## src/rtl/tx_path_arbiter_pkg.sv

```systemverilog
// Types and defaults shared by the UART TX path arbiter and its watchdog.
package tx_path_arbiter_pkg;

    typedef enum logic [1:0] {
        IDLE,
        START,
        WAIT_TX
    } tx_arb_state_t;

    typedef enum logic {
        SRC_DATA = 1'b0,
        SRC_CTRL = 1'b1
    } tx_src_t;

    localparam int CTRL_BURST_MAX_DEF = 4;
    localparam int TX_TIMEOUT_DEF     = 16384;
    localparam int BURST_W            = 4;

    // Saturating increment of the control burst counter.
    function automatic logic [BURST_W-1:0] burst_next(
        input logic [BURST_W-1:0] cur,
        input logic [BURST_W-1:0] max
    );
        return (cur >= max) ? max : cur + 4'd1;
    endfunction

endpackage

```

## src/rtl/tx_watchdog_counter.sv

```systemverilog
// Cycle counter that flags when a transmit frame has waited too long.
module tx_watchdog_counter #(
    parameter int TX_TIMEOUT = 16
) (
    input  logic clk_i,
    input  logic rst_n_i,
    input  logic clear_i,
    input  logic enable_i,
    output logic term_o
);

    localparam int W = $clog2(TX_TIMEOUT);
    localparam logic [W-1:0] TERM = W'(TX_TIMEOUT - 1);

    logic [W-1:0] r_cnt;
    logic         w_at_term;

    assign w_at_term = (r_cnt == TERM);
    assign term_o    = enable_i && w_at_term;

    always_ff @(posedge clk_i or negedge rst_n_i) begin
        if (!rst_n_i) begin
            r_cnt <= '0;
        end else if (clear_i) begin
            r_cnt <= '0;
        end else if (enable_i && !w_at_term) begin
            r_cnt <= r_cnt + 1'b1;
        end
    end

endmodule

```

## src/rtl/tx_path_arbiter.sv

```systemverilog
// Shares the UART transmitter between control packets and TX FIFO data,
// with bounded control bursts, config-time data lockout and a watchdog.
module tx_path_arbiter
    import tx_path_arbiter_pkg::*;
#(
    parameter int CTRL_BURST_MAX = CTRL_BURST_MAX_DEF,
    parameter int TX_TIMEOUT     = TX_TIMEOUT_DEF
) (
    input  logic       clk_i,
    input  logic       rst_n_i,
    input  logic       ctrl_req_i,
    input  logic [7:0] ctrl_data_i,
    output logic       ctrl_grant_o,
    output logic       ctrl_done_o,
    input  logic       cfg_lock_i,
    input  logic       tx_fifo_empty_i,
    input  logic [7:0] tx_fifo_data_i,
    output logic       tx_fifo_read_o,
    output logic       tx_start_o,
    output logic [7:0] tx_data_o,
    input  logic       tx_done_i,
    output logic       tx_busy_o,
    output logic       tx_src_o,
    output logic       tx_timeout_o
);

    localparam logic [BURST_W-1:0] BURST_MAX = BURST_W'(CTRL_BURST_MAX);

    tx_arb_state_t      r_state;
    logic [BURST_W-1:0] r_burst;
    logic [7:0]         r_tx_data;
    tx_src_t            r_tx_src;
    logic               r_tx_start;
    logic               r_busy;
    logic               r_ctrl_done;
    logic               r_timeout;

    logic w_data_ok;
    logic w_idle;
    logic w_force_data;
    logic w_ctrl_win;
    logic w_data_win;
    logic w_wd_clear;
    logic w_wd_en;
    logic w_wd_term;

    // Grants are combinational, so they are masked while reset is held.
    assign w_data_ok    = !tx_fifo_empty_i && !cfg_lock_i;
    assign w_idle       = (r_state == IDLE) && rst_n_i;
    assign w_force_data = w_data_ok && (r_burst == BURST_MAX);
    assign w_ctrl_win   = w_idle && ctrl_req_i && !w_force_data;
    assign w_data_win   = w_idle && !w_ctrl_win && w_data_ok;

    assign w_wd_clear = (r_state == START);
    assign w_wd_en    = (r_state == WAIT_TX);

    assign ctrl_grant_o   = w_ctrl_win;
    assign tx_fifo_read_o = w_data_win;
    assign ctrl_done_o    = r_ctrl_done;
    assign tx_start_o     = r_tx_start;
    assign tx_data_o      = r_tx_data;
    assign tx_busy_o      = r_busy;
    assign tx_src_o       = (r_tx_src == SRC_CTRL);
    assign tx_timeout_o   = r_timeout;

    tx_watchdog_counter #(
        .TX_TIMEOUT(TX_TIMEOUT)
    ) u_watchdog (
        .clk_i   (clk_i),
        .rst_n_i (rst_n_i),
        .clear_i (w_wd_clear),
        .enable_i(w_wd_en),
        .term_o  (w_wd_term)
    );

    always_ff @(posedge clk_i or negedge rst_n_i) begin
        if (!rst_n_i) begin
            r_state     <= IDLE;
            r_burst     <= '0;
            r_tx_data   <= 8'h00;
            r_tx_src    <= SRC_DATA;
            r_tx_start  <= 1'b0;
            r_busy      <= 1'b0;
            r_ctrl_done <= 1'b0;
            r_timeout   <= 1'b0;
        end else begin
            r_tx_start  <= 1'b0;
            r_ctrl_done <= 1'b0;
            r_timeout   <= 1'b0;
            unique case (r_state)
                IDLE: begin
                    if (w_ctrl_win) begin
                        r_tx_data  <= ctrl_data_i;
                        r_tx_src   <= SRC_CTRL;
                        r_burst    <= burst_next(r_burst, BURST_MAX);
                        r_tx_start <= 1'b1;
                        r_busy     <= 1'b1;
                        r_state    <= START;
                    end else if (w_data_win) begin
                        r_tx_data  <= tx_fifo_data_i;
                        r_tx_src   <= SRC_DATA;
                        r_burst    <= '0;
                        r_tx_start <= 1'b1;
                        r_busy     <= 1'b1;
                        r_state    <= START;
                    end
                end
                START: begin
                    r_state <= WAIT_TX;
                end
                WAIT_TX: begin
                    // Done on the terminal cycle takes precedence.
                    if (tx_done_i) begin
                        r_ctrl_done <= (r_tx_src == SRC_CTRL);
                        r_busy      <= 1'b0;
                        r_state     <= IDLE;
                    end else if (w_wd_term) begin
                        r_timeout <= 1'b1;
                        r_busy    <= 1'b0;
                        r_state   <= IDLE;
                    end
                end
                default: begin
                    r_busy  <= 1'b0;
                    r_state <= IDLE;
                end
            endcase
        end
    end

endmodule

```

## config.mk

```make
export PLATFORM = sky130hd
export DESIGN_NAME = tx_path_arbiter
export DESIGN_NICKNAME = d
export VERILOG_FILES = /design/src/rtl/tx_path_arbiter_pkg.sv /design/src/rtl/tx_watchdog_counter.sv /design/src/rtl/tx_path_arbiter.sv
export SDC_FILE = /design/constraint.sdc
export NUM_CORES = 1
export LEC_CHECK = 0
export CAP_MARGIN = 20
export CORE_ASPECT_RATIO = 0.75
export CORE_MARGIN = 4
export CORE_UTILIZATION = 45
export DETAILED_ROUTE_END_ITERATION = 6
export MAX_ROUTING_LAYER = met4
export PLACE_DENSITY = 0.77
export SETUP_SLACK_MARGIN = 0.15
export SYNTH_ARGS = -nofsm -noshare
export SYNTH_HDL_FRONTEND = slang
export SYNTH_SLANG_ARGS = --single-unit
```

## constraint.sdc

```tcl
create_clock -name clk_i -period 1.9 [get_ports clk_i]
set_clock_uncertainty 0.1 [all_clocks]
set_input_delay 0.38 -clock clk_i [delete_from_list [all_inputs] [get_ports clk_i]]
set_output_delay 0.38 -clock clk_i [all_outputs]
set_load 0.03 [all_outputs]
```

Yosys cells after proc, flatten, opt, wreduce, memory -nomap -nowiden
Cells that the tools add are included.
- register bits: 33
- input port bits: 22
- output and inout bits: 15
- word-level logic and storage cells: 66
- $add $sub $neg: 2
- magnitude comparators: 1
- equal/unequal tests: 6
- muxes and demuxes: 27
- bitwise gates (word level): 1
- reductions and logical operators: 20
- operator list (operator ; count):
    two-way mux 14 bit ; 2
    two-way mux 8 bit ; 2
    adder 14 x 1 -> 14 bit, second input constant ; 1
    equality test 14 bit, second input constant ; 1
    two-way mux 1 bit ; 14
    two-way mux 4 bit ; 3
    logical AND 1 bit ; 9
    two-way mux 2 bit ; 4
    inequality test 3 bit, second input constant ; 2
    one-hot mux 2 bit (3 select lines) ; 1
    logical NOT 1 bit ; 5
    adder 4 x 1 -> 4 bit, second input constant ; 1
    equality test 4 x 3 -> 1 bit, second input constant ; 1
    >= comparator 4 x 3 -> 1 bit, second input constant ; 1
    AND reduction 2 bit ; 2
    nonzero test 2 bit ; 2
    one-hot mux 1 bit (3 select lines) ; 1
    AND reduction 3 bit ; 1
    equality test 2 x 1 -> 1 bit, second input constant ; 1
    equality test 2 bit, second input constant ; 1
    logical NOT 2 bit ; 1
    NOT 1 bit ; 1

Logic depth before layout (Yosys ltp)
Gate-level depths: netlist of run 1.
- depth in word-level cells: 11
- gate-level depth with buffers: 7
- mapped depth without buffers: 5

Modules after synthesis
Synthesis of run 1 repeated with hierarchy kept, for this count alone.
- cells, all modules: 173
- area total of the unflattened synthesis: 1779.2 um^2
- by module, submodules not included (module ; instances ; cells each ; area each (um^2) ; seq. area each (um^2)):
    tx_path_arbiter ; 1 ; 90 ; 950.9 ; 475.5
    tx_watchdog_counter ; 1 ; 83 ; 828.3 ; 350.3

Least setup slack after synthesis of run 1
No wires, ideal clock.
- path type: register to output
- start point: register r_state[0]
- end point: output port tx_fifo_read_o
- data arrival time: 1.568 ns
- data required time: 1.420 ns
- setup slack: -0.148 ns
- cell stages (with the launch flop): 5
- buffers on the path: 1
- path through: dfrtp_1 -> nand4bb_1 -> a41oi_1 -> buf_2 -> nor2_1
- cells in the longest elaborated chain, start to end: 7
- RTL lines (item ; RTL line ; source):
    from (decl) ; tx_path_arbiter.sv:29 ; tx_arb_state_t r_state;
    from (signal assigned) ; tx_path_arbiter.sv:78 ; r_state <= IDLE;
    from (signal assigned) ; tx_path_arbiter.sv:98 ; r_state <= START;
    from (signal assigned) ; tx_path_arbiter.sv:105 ; r_state <= START;
    logical NOT 2 bit ; tx_path_arbiter.sv:49 ; assign w_idle = (r_state == IDLE) && rst_n_i;
    logical AND 1 bit ; tx_path_arbiter.sv:49 ;
    logical AND 1 bit (2 in a row) ; tx_path_arbiter.sv:51 ; assign w_ctrl_win = w_idle && ctrl_req_i && !w_force_data;
    named net ctrl_grant_o ; tx_path_arbiter.sv:13 ; output logic ctrl_grant_o,
    logical NOT 1 bit ; tx_path_arbiter.sv:52 ; assign w_data_win = w_idle && !w_ctrl_win && w_data_ok;
    logical AND 1 bit (2 in a row) ; tx_path_arbiter.sv:52 ;
    to (decl) ; tx_path_arbiter.sv:18 ; output logic tx_fifo_read_o,
The timed path passes the listed nets, and every way through them passes these cells.

Worst setup path after layout of run 1
- start point: register r_state[0]
- end point: output port tx_fifo_read_o
- cells in the longest elaborated chain, start to end: 7
- RTL lines (item ; RTL line):
    logical NOT 2 bit (*) ; tx_path_arbiter.sv:49
    logical AND 1 bit (*) ; tx_path_arbiter.sv:49
    logical AND 1 bit (2 in a row) ; tx_path_arbiter.sv:51
    logical NOT 1 bit ; tx_path_arbiter.sv:52
    logical AND 1 bit (*) (2 in a row) ; tx_path_arbiter.sv:52
Mark *: on every way between the ends. The rest lies on a longest branch, timed or not.

==> metrics.csv, run 1 <==
metric,value,unit
status,"complete, but fails checks",
violated checks,negative setup slack,
crit-path cells,nand4bb_4 -> a41oi_4 -> nor2_2 -> buf_6,
IO Pins,37,
core area,0.00366,mm2
Power Total,2.50,mW
CTS HTree Levels,2,
P_leak,1.20,nW
routed vias,1746,
Yosys cell types,41,
"Max FO, Critical Path",3,
first-pass GRT wire length,7.48,mm
TritonCTS clock tree,yes,
Die Ht,61.4,um
Mapped Avg Cell Area,9.52,um2
post-synth top area cell,dfrtp_1,
DRC Markers,0,
synthesis-stage register bit count,33,
Final #Nets,277,
PwrDens,932,mW/mm2
GP Congestion,0.961,
top layer in use,met4,
met2 wire len,2.76,mm
CP max-delay cell,dfrtp_2,
Area contributors post-synth,"dfrtp_1 (48%), mux2i_1 (7.6%), a21oi_1 (3.8%), nand2_1 (3.7%), nor2_1 (3.3%)",
RSZ-0062 raised after global routing,yes,
final setup violation count,2,
post-synthesis sequential area ratio,48.2,%
length of routed met3 wiring,336,um
Port Buf Inserts,36,
initial antenna violation count,0,
worst hold slack,0.344,ns
row count,19,
Final Hold Viols,0,
total routed wirelength,5.63,mm
share of cells above drive strength 1,29.8,%
Worst-Margin Slew,0.433,ns
Die Area,0.00487,mm2
post-cts hold buffer count,0,
Syn Inst Count,180,
DRT antenna net count,0,
Vias/cell,5.74,
Worst EP required,1.42,ns
grt total ovfl,0,
CTS Sinks,33,
Pre-Repair DR Iteration Count,4,
Num CTS Buffers,5,
post-synth top area share,48.2,%
Slew headroom,70.8,%
Mapped Nets,205,
number of global-route vias before repair,1562,
CP max stage delay,0.43,ns
DP Worst Slack,-0.146,ns
startpoint types,register,
period utilisation layout,101,%
Max-cap violations,0,
WL per Instance,18.5,um
dpl hpwl,3.10,mm
largest net degree at the start of global routing,34,
VDD IR-drop max,0.662,mV
kind of critical path,register to output port,
final worst setup slack,-0.0277,ns
YS warnings,0,
type of the most critical hold path,primary input to asynchronous set/reset pin,
clock latency on the worst-skew pair,0.28,ns
maximum root-to-sink buffer count,2,
Peak Freq,0.519,GHz
CTS Root Cell,clkbuf_8,
initial core utilization,46.8,%
P&R area growth vs syn,56.4,%
Final Critical Period,1.93,ns
Fillers,246,
DRT iter0 DRCs,214,
Metal-1 WL,2.36,mm
Antenna diodes,0,
CP Data Arrival Time,1.45,ns
CP Capture Type,output port,
Die Width,79.2,um
"CTS clk-pin slew, worst paths",0.07,ns
most frequent cells in the layout,"dfrtp_1 (32), buf_4 (32), clkdlybuf4s50_1 (17)",
Max Slew Vio Count,0,
GRT Total Usage,20.8,%
Mapped Area,0.00171,mm2
## layer usage
layer  global-route usage (%)  vias up
met1                     28.5      852
li1                         -      796
met5                        -        -
met3                     3.65       17
met2                     31.1       81
met4                     8.09        0
## worst max-delay path: cells and delay by family, from the launching register on
family	cells	cell delay, ns
flops	1	0.43
simple gates	2	0.34
buf+inv	1	0.14
compound gates	1	0.25
## synth_stat cells
cell,number
a211o_1,1
a211oi_1,2
a21boi_0,4
a21o_1,2
a21oi_1,13
a31oi_1,2
a41oi_1,3
and2_1,1
and3_1,5
and3b_1,1
and4_1,1
and4_2,1
buf_1,1
buf_2,4
clkbuf_1,5
clkbuf_2,1
clkinv_1,1
dfrtp_1,33
ha_1,3
inv_1,6
mux2_2,1
mux2i_1,13
nand2_1,17
nand2b_1,2
nand3_1,8
nand3b_1,1
nand4_1,5
nand4_2,1
nand4b_1,1
nand4bb_1,1
nor2_1,15
nor2b_1,1
nor3_1,7
nor3b_1,1
nor4_1,3
o211ai_1,2
o21ai_0,6
o221ai_1,1
o31a_1,1
o31ai_1,2
or4_1,1
## sequential cells by signal (all words and copies together) (netlist names)
register,count
u_watchdog.r_cnt,14
tx_data_o,8
r_burst,4
r_state,2
ctrl_done_o,1
tx_busy_o,1
tx_src_o,1
tx_start_o,1
tx_timeout_o,1
## worst paths after layout
path	endpoint	startpoint	slack, ns	cells after the start
worst max-delay path	tx_fifo_read_o	r_state[0]$_DFFE_PN0P_	-0.03	4
worst min-delay path	tx_start_o$_DFF_PN0_	rst_n_i	0.34	2
worst max register to register	r_burst[2]$_DFFE_PN0P_	r_state[0]$_DFFE_PN0P_	0	10
worst min register to register	tx_src_o$_DFFE_PN0P_	tx_src_o$_DFFE_PN0P_	0.42	1
max in group asynchronous	r_state[0]$_DFFE_PN0P_	rst_n_i	1.03	2
min in group clk_i	tx_src_o$_DFFE_PN0P_	tx_src_o$_DFFE_PN0P_	0.42	1
## power by group
group          switching (mW)  internal (mW)  total, mW
Sequential              0.120          0.843      0.963
Combinational           0.549          0.456       1.00
Clock                   0.244          0.287      0.531
Total                   0.912           1.59       2.50
## cells by family after synthesis
logic type	Yosys count	synth area share, %
adder cells (fa/ha/maj)	3	2.19
AO/OA/AOI/OAI	39	14.6
buffers and inverters	18	4.31
flip-flops	33	48.2
AND/OR/NAND/NOR	73	22.4
multiplexers	14	8.25
## per-stage QoR
| stage | TNS (ns) | utilization (%) | cells | instance area [um2] |
|---|---|---|---|---|
| after global placement | -1.18 | 62.6 | 281 | 2290 |
| after CTS | 0 | 67.8 | 299 | 2480 |
| after floorplan | -0.0000482 | - | 180 | 1730 |
| final | -0.0290 | 73.2 | 304 | 2680 |
| after global routing | -0.162 | 73.2 | 304 | 2680 |
| after detailed placement | -1.49 | 62.6 | 281 | 2290 |
## layout make-up
| class | instances | area [um2] | share of cell area, % |
|---|---|---|---|
| Clock buffer | 7 | 86.3 | 3.22 |
| Timing Repair Buffer | 76 | 696 | 26.0 |
| Sequential cell | 33 | 827 | 30.9 |
| Inverter | 7 | 26.3 | 0.981 |
| Multi-Input combinational cell | 129 | 978 | 36.5 |
| Tap cell | 52 | 65.1 | 2.43 |
## timing repair
action                     4_1_cts  5_1_grt
gates resized for setup         27       29
setup endpoints to repair       23       25
setup buffers                   10        4
pin swaps                        6       13
gates cloned                     1        1
(Power assumes the default switching activity.)
==> run 2: changes to the inputs <==
Settings changed: CORE_UTILIZATION 45 to 46, PLACE_DENSITY 0.77 to 0.78, SYNTH_HIERARCHICAL from default to 1.
==> run 2 against run 1 <==
  * The flow still finishes with violations (negative setup slack)
  * Sequential cell count did not move
  * Clock power is 27% higher
  * Utilization increased by 0.31 points
  * Cell count unchanged
  * Fmax fell by 6.8%
  * Non-clock buffer count grew 1
  * Sequential share of layout area down 0.33 points
  * Critical endpoint unchanged
==> metrics.csv, run 2 <==
metric,value,unit
status,"complete, but fails checks",
violated checks,negative setup slack,
Worst EP required,1.42,ns
Pre-Repair DR Iteration Count,4,
row count,19,
startpoint types,primary input,
DRC Markers,0,
YS warnings,6,
CTS Sinks,33,
Final Critical Period,2.07,ns
Mapped Area,0.00178,mm2
"Max FO, Critical Path",3,
P_leak,1.25,nW
Peak Freq,0.483,GHz
Placed Instances,282,
largest net degree at the start of global routing,33,
"commonest non-fill, non-tap cell in the layout",buf_4,
Final Hold Viols,0,
adder-cell area share of the yosys netlist,2.11,%
XOR/XNOR share of the synthesized area,0.492,%
register name with the most flops,u_watchdog/r_cnt,
period utilisation layout,109,%
VDD IR-drop max,0.992,mV
WL per Instance,16.4,um
main combinational cell family by area after synthesis,simple AND/OR/NAND/NOR gates,
post-cts hold buffer count,0,
number of flops mapped to enable cells by yosys,0,
most used flip-flop cell after synthesis,dfrtp_1,
post-synth top area cell,dfrtp_1,
Commonest cells post-synth,"dfrtp_1 (33), nand3_1 (13), nor2_1 (13)",
final setup violation count,2,
Area contributors post-synth,"dfrtp_1 (46%), a211oi_1 (3.8%), nand3_1 (3.7%), a31oi_1 (3.5%), nor2_1 (2.7%)",
Die Area,0.00494,mm2
CTS HTree Levels,2,
Syn Inst Count,173,
TritonCTS clock tree,yes,
max reg flops,14,
Slew headroom,73.1,%
dpl hpwl,3.43,mm
most common cell in the netlist,dfrtp_1,
Antenna diodes,0,
Simple-Gate Fraction of Synth Area,25.9,%
type of the most critical hold path,primary input to asynchronous set/reset pin,
Final Non-Filler Cells,304,
share of cells above drive strength 1,33.7,%
Final #Nets,276,
CP Data Arrival Time,1.59,ns
synthesis-stage register bit count,33,
Mapped Nets,198,
kind of critical path,primary input to output port,
GRT Total Usage,21.8,%
most frequent cells in the layout,"buf_4 (38), dfrtp_1 (32), clkdlybuf4s50_1 (20)",
Num CTS Buffers,5,
first-pass GRT wire length,8.02,mm
final instance area,0.00271,mm2
P&R area growth vs syn,52.2,%
Die Width,79.8,um
Area after DPL,0.00239,mm2
grt total ovfl,0,
Max-cap violations,0,
final worst setup slack,-0.169,ns
DRT antenna net count,0,
Max Slew Vio Count,0,
Worst-Margin Slew,0.403,ns
Port Buf Inserts,36,
CTS Root Cell,clkbuf_8,
Vias/cell,5.56,
clock latency on the worst-skew pair,0.28,ns
total routed wirelength,4.99,mm
Mapped Avg Cell Area,10.3,um2
initial core utilization,48.3,%
async set or reset register ratio after synthesis,100,%
Power Total,2.68,mW
number of global-route vias before repair,1739,
"CTS clk-pin slew, worst paths",0.07,ns
post-synth top area share,46.4,%
routed vias,1691,
Yosys cell types,54,
RSZ-0062 raised after global routing,yes,
post-synthesis sequential area ratio,46.4,%
core area,0.00368,mm2
DRT iter0 DRCs,154,
PwrDens,989,mW/mm2
initial antenna violation count,0,
multiplexer share of the synthesized area,2.46,%
maximum root-to-sink buffer count,2,
Die Ht,61.9,um
GP Congestion,0.950,
Synth Area in Compound Gates,18.6,%
Fillers,229,
IO Pins,37,
CP Capture Type,output port,
-- run 2: cell types whose count changed after synthesis, moves of 3 or more --
cell / change
nand2_1: -10
nand4_1: -3
clkbuf_1: -3
nand3_1: +5
a211oi_1: +7
buf_2: -3
a31oi_1: +8
o21ai_1: +8
o21ai_0: -4
mux2i_1: -12
a21oi_1: -7
a21boi_0: -4
-- run 2: cells by family after synthesis --
family,count (synthesis)
compound gates,47
simple gates,71
mux,4
buf+inv,14
xor+xnor,1
flops,33
fa+ha+maj,3
-- run 2: timing repair --
action	4_1_cts	5_1_grt
hold endpoints to repair	0	0
resized for setup	30	11
endpoints found under the setup margin	21	9
pin swaps	6	4
setup buffers	13	1
-- run 2: layout make-up --
cell class / count / area, um2 / share of cell area, %
Tap cell: 52 / 65.1 / 2.40
Timing Repair Buffer: 77 / 664 / 24.5
Inverter: 8 / 35.0 / 1.29
Multi-Input combinational cell: 126 / 1000 / 36.9
Clock inverter: 1 / 30.0 / 1.11
Sequential cell: 33 / 827 / 30.5
Clock buffer: 7 / 86.3 / 3.19
-- run 2: final timing paths --
path	start	end	slack, ns	cells after the start
max in group asynchronous	rst_n_i	r_state[0]$_DFFE_PN0P_	1.12	2
min in group clk_i	tx_src_o$_DFFE_PN0P_	tx_src_o$_DFFE_PN0P_	0.42	1
setup / recovery	cfg_lock_i	tx_fifo_read_o	-0.17	6
hold / removal	rst_n_i	ctrl_done_o$_DFF_PN0_	0.11	2
hold reg to reg	tx_src_o$_DFFE_PN0P_	tx_src_o$_DFFE_PN0P_	0.42	1
setup reg to reg	r_state[0]$_DFFE_PN0P_	u_watchdog/r_cnt[9]$_DFFE_PN0P_	0	7
-- run 2: report_power, final --
group	leakage, nW	switching [mW]	total [mW]	internal (mW)
logic	0.771	0.547	1.04	0.488
clock network	0.0585	0.249	0.676	0.427
registers	0.424	0.113	0.968	0.855
-- run 2: critical path: stages --
cell	delay [ns]
clkdlybuf4s50_1	0.43
and4bb_1	0.30
a21o_1	0.22
inv_6	0.05
nor2_4	0.08
buf_6	0.13
-- run 2: per-stage QoR --
stage / setup slack [ns] / hold WS [ns] / util (%) / TNS (ns)
after floorplan: 0.0637 / -0.0156 / - / 0
after global placement: -0.143 / 0.399 / 64.8 / -1.19
after detailed placement: -0.173 / 0.414 / 64.8 / -1.57
after CTS: -0.147 / 0.0890 / 71.6 / -0.258
after global routing: -0.248 / 0.105 / 73.5 / -0.484
final: -0.169 / 0.108 / 73.5 / -0.301
-- run 2: per-layer routing --
layer  global-route usage, %  vias up  share of wire, %
li1                        -      806                 -
met1                    26.0      836                43
met2                    37.0       42                51
met3                    5.04        7               4.5
met4                    8.19        0               1.5
met5                       -        -                 0
==> run 3: changes to the inputs <==
Settings changed: CAP_MARGIN 20 to default, CORE_ASPECT_RATIO 0.75 to default, CORE_UTILIZATION 46 to 54, PLACE_DENSITY 0.78 to 0.86.
Clock period 1.9 ns to 2.5 ns, I/O delays scaled along.
==> run 3 against run 2 <==
  * First-iteration DRC count fell by 6.5%
  * Sequential cell count did not move
  * Clock power fell by 50%
  * Register-to-register slack improved by 0.36 ns
  * The run now ends clean
  * Critical path type unchanged
  * Critical endpoint unchanged
  * Setup slack improved by 0.35 ns
  * Wire length fell by 16%
==> metrics.csv, run 3 (synthesis results as in run 2) <==
metric,value,unit
status,finished clean,
worst hold slack,0.115,ns
final setup violation count,0,
Final Non-Filler Cells,265,
clock latency on the worst-skew pair,0.35,ns
max reg flops,14,
"Max FO, Critical Path",4,
Die Width,65.4,um
grt total ovfl,0,
Final Critical Period,2.32,ns
final worst setup slack,0.180,ns
DP Worst Slack,0.139,ns
Placed Instances,256,
PwrDens,744,mW/mm2
total routed wirelength,4.18,mm
routed vias,1551,
Vias/cell,5.85,
DRC Markers,0,
largest net degree at the start of global routing,20,
register name with the most flops,u_watchdog/r_cnt,
P_leak,1.04,nW
type of the most critical hold path,primary input to asynchronous set/reset pin,
IO Pins,37,
share of cells above drive strength 1,16.7,%
"CTS clk-pin slew, worst paths",0.09,ns
CP Capture Type,output port,
Peak Freq,0.431,GHz
CTS Sinks,33,
core area,0.00310,mm2
GRT Total Usage,22.7,%
Num CTS Buffers,5,
DRT iter0 DRCs,144,
Final #Nets,245,
Worst-Margin Slew,0.535,ns
VDD IR-drop max,0.527,mV
Power Total,1.72,mW
CTS Root Cell,clkbuf_4,
Worst EP required,1.90,ns
CP max stage delay,0.44,ns
row count,20,
Max-cap violations,0,
GP Congestion,0.832,
kind of critical path,primary input to output port,
Die Area,0.00428,mm2
DRT antenna net count,0,
startpoint types,primary input,
Pre-Repair DR Iteration Count,6,
Antenna diodes,0,
WL per Instance,15.8,um
dpl hpwl,3.24,mm
initial core utilization,57.3,%
CP max-delay cell,clkdlybuf4s50_1,
Final Hold Viols,0,
first-pass GRT wire length,7.16,mm
Max Slew Vio Count,0,
TritonCTS clock tree,yes,
Setup Total Neg Slack,0,ns
RSZ-0062 raised after global routing,no,
CP Data Arrival Time,1.72,ns
most frequent cells in the layout,"dfrtp_1 (33), clkdlybuf4s50_1 (33), nand3_1 (13)",
number of global-route vias before repair,1585,
post-cts hold buffer count,0,
Slew headroom,64.0,%
Port Buf Inserts,36,
P&R area growth vs syn,29.8,%
initial antenna violation count,0,
period utilisation layout,92.8,%
crit-path cells,clkdlybuf4s50_1 -> and4bb_1 -> a21o_1 -> inv_4 -> nor2_4 -> buf_6,
CTS HTree Levels,2,
Die Ht,65.4,um
maximum root-to-sink buffer count,2,
-- run 3: cell types whose count changed in the layout (fill, tap and decap cells not counted), moves of 4 or more --
| cell | change |
|---|---|
| clkdlybuf4s50_1 | +13 |
| clkbuf_4 | +5 |
| clkbuf_8 | -4 |
| buf_6 | -4 |
| dlygate4sd2_1 | -14 |
| buf_4 | -27 |
-- run 3: cell type report --
type                       count  area [um2]
timing repair buffer          46         437
clock buffer                   7        65.1
inverter                       8        32.5
fill                         255         793
tap                           44        55.1
clock inverter                 1        5.00
sequential                    33         826
multi-input combinational    126         890
-- run 3: worst max-delay path, delay by kind of cell --
family / cells / cell delay, ns
buffers and inverters: 3 / 0.63
AND/OR/NAND/NOR: 2 / 0.41
AO/OA/AOI/OAI: 1 / 0.18
-- run 3: stage by stage --
step / area, um2 / util, %
global placement: 2220 / 71.5
finish: 2310 / 74.4
detailed placement: 2220 / 71.5
CTS: 2290 / 73.8
floorplan: 1780 / -
global route: 2310 / 74.4
-- run 3: power breakdown --
group,internal [mW],switching [mW],total [mW],leakage (nW)
clock network,0.163,0.175,0.338,0.0413
registers,0.648,0.0899,0.738,0.425
logic,0.298,0.345,0.642,0.573
-- run 3: repair_timing --
action / CTS / global route
gates resized for setup: 0 / 4
setup buffers: 0 / 1
hold endpoints to repair: 0 / 0
setup endpoints to repair: 0 / 1
-- run 3: worst paths after layout --
check | from | end | slack (ns) | cells after the start
worst max-delay path | cfg_lock_i | tx_fifo_read_o | 0.18 | 6
worst min-delay path | rst_n_i | r_burst[1]$_DFFE_PN0P_ | 0.11 | 2
worst max register to register | r_state[1]$_DFFE_PN0P_ | tx_busy_o$_DFFE_PN0P_ | 0.36 | 7
worst min register to register | r_burst[1]$_DFFE_PN0P_ | r_burst[1]$_DFFE_PN0P_ | 0.45 | 1
max in group asynchronous | rst_n_i | ctrl_done_o$_DFF_PN0_ | 1.91 | 2
min in group clk_i | r_burst[1]$_DFFE_PN0P_ | r_burst[1]$_DFFE_PN0P_ | 0.45 | 1
-- run 3: per-layer routing --
metal  track usage, %  wire [um]  up-vias
met3             5.81        183       16
li1                 -          -      746
met1             27.3       1800      749
met4             12.2        137        0
met2             35.0       2060       40
met5                -          0        -
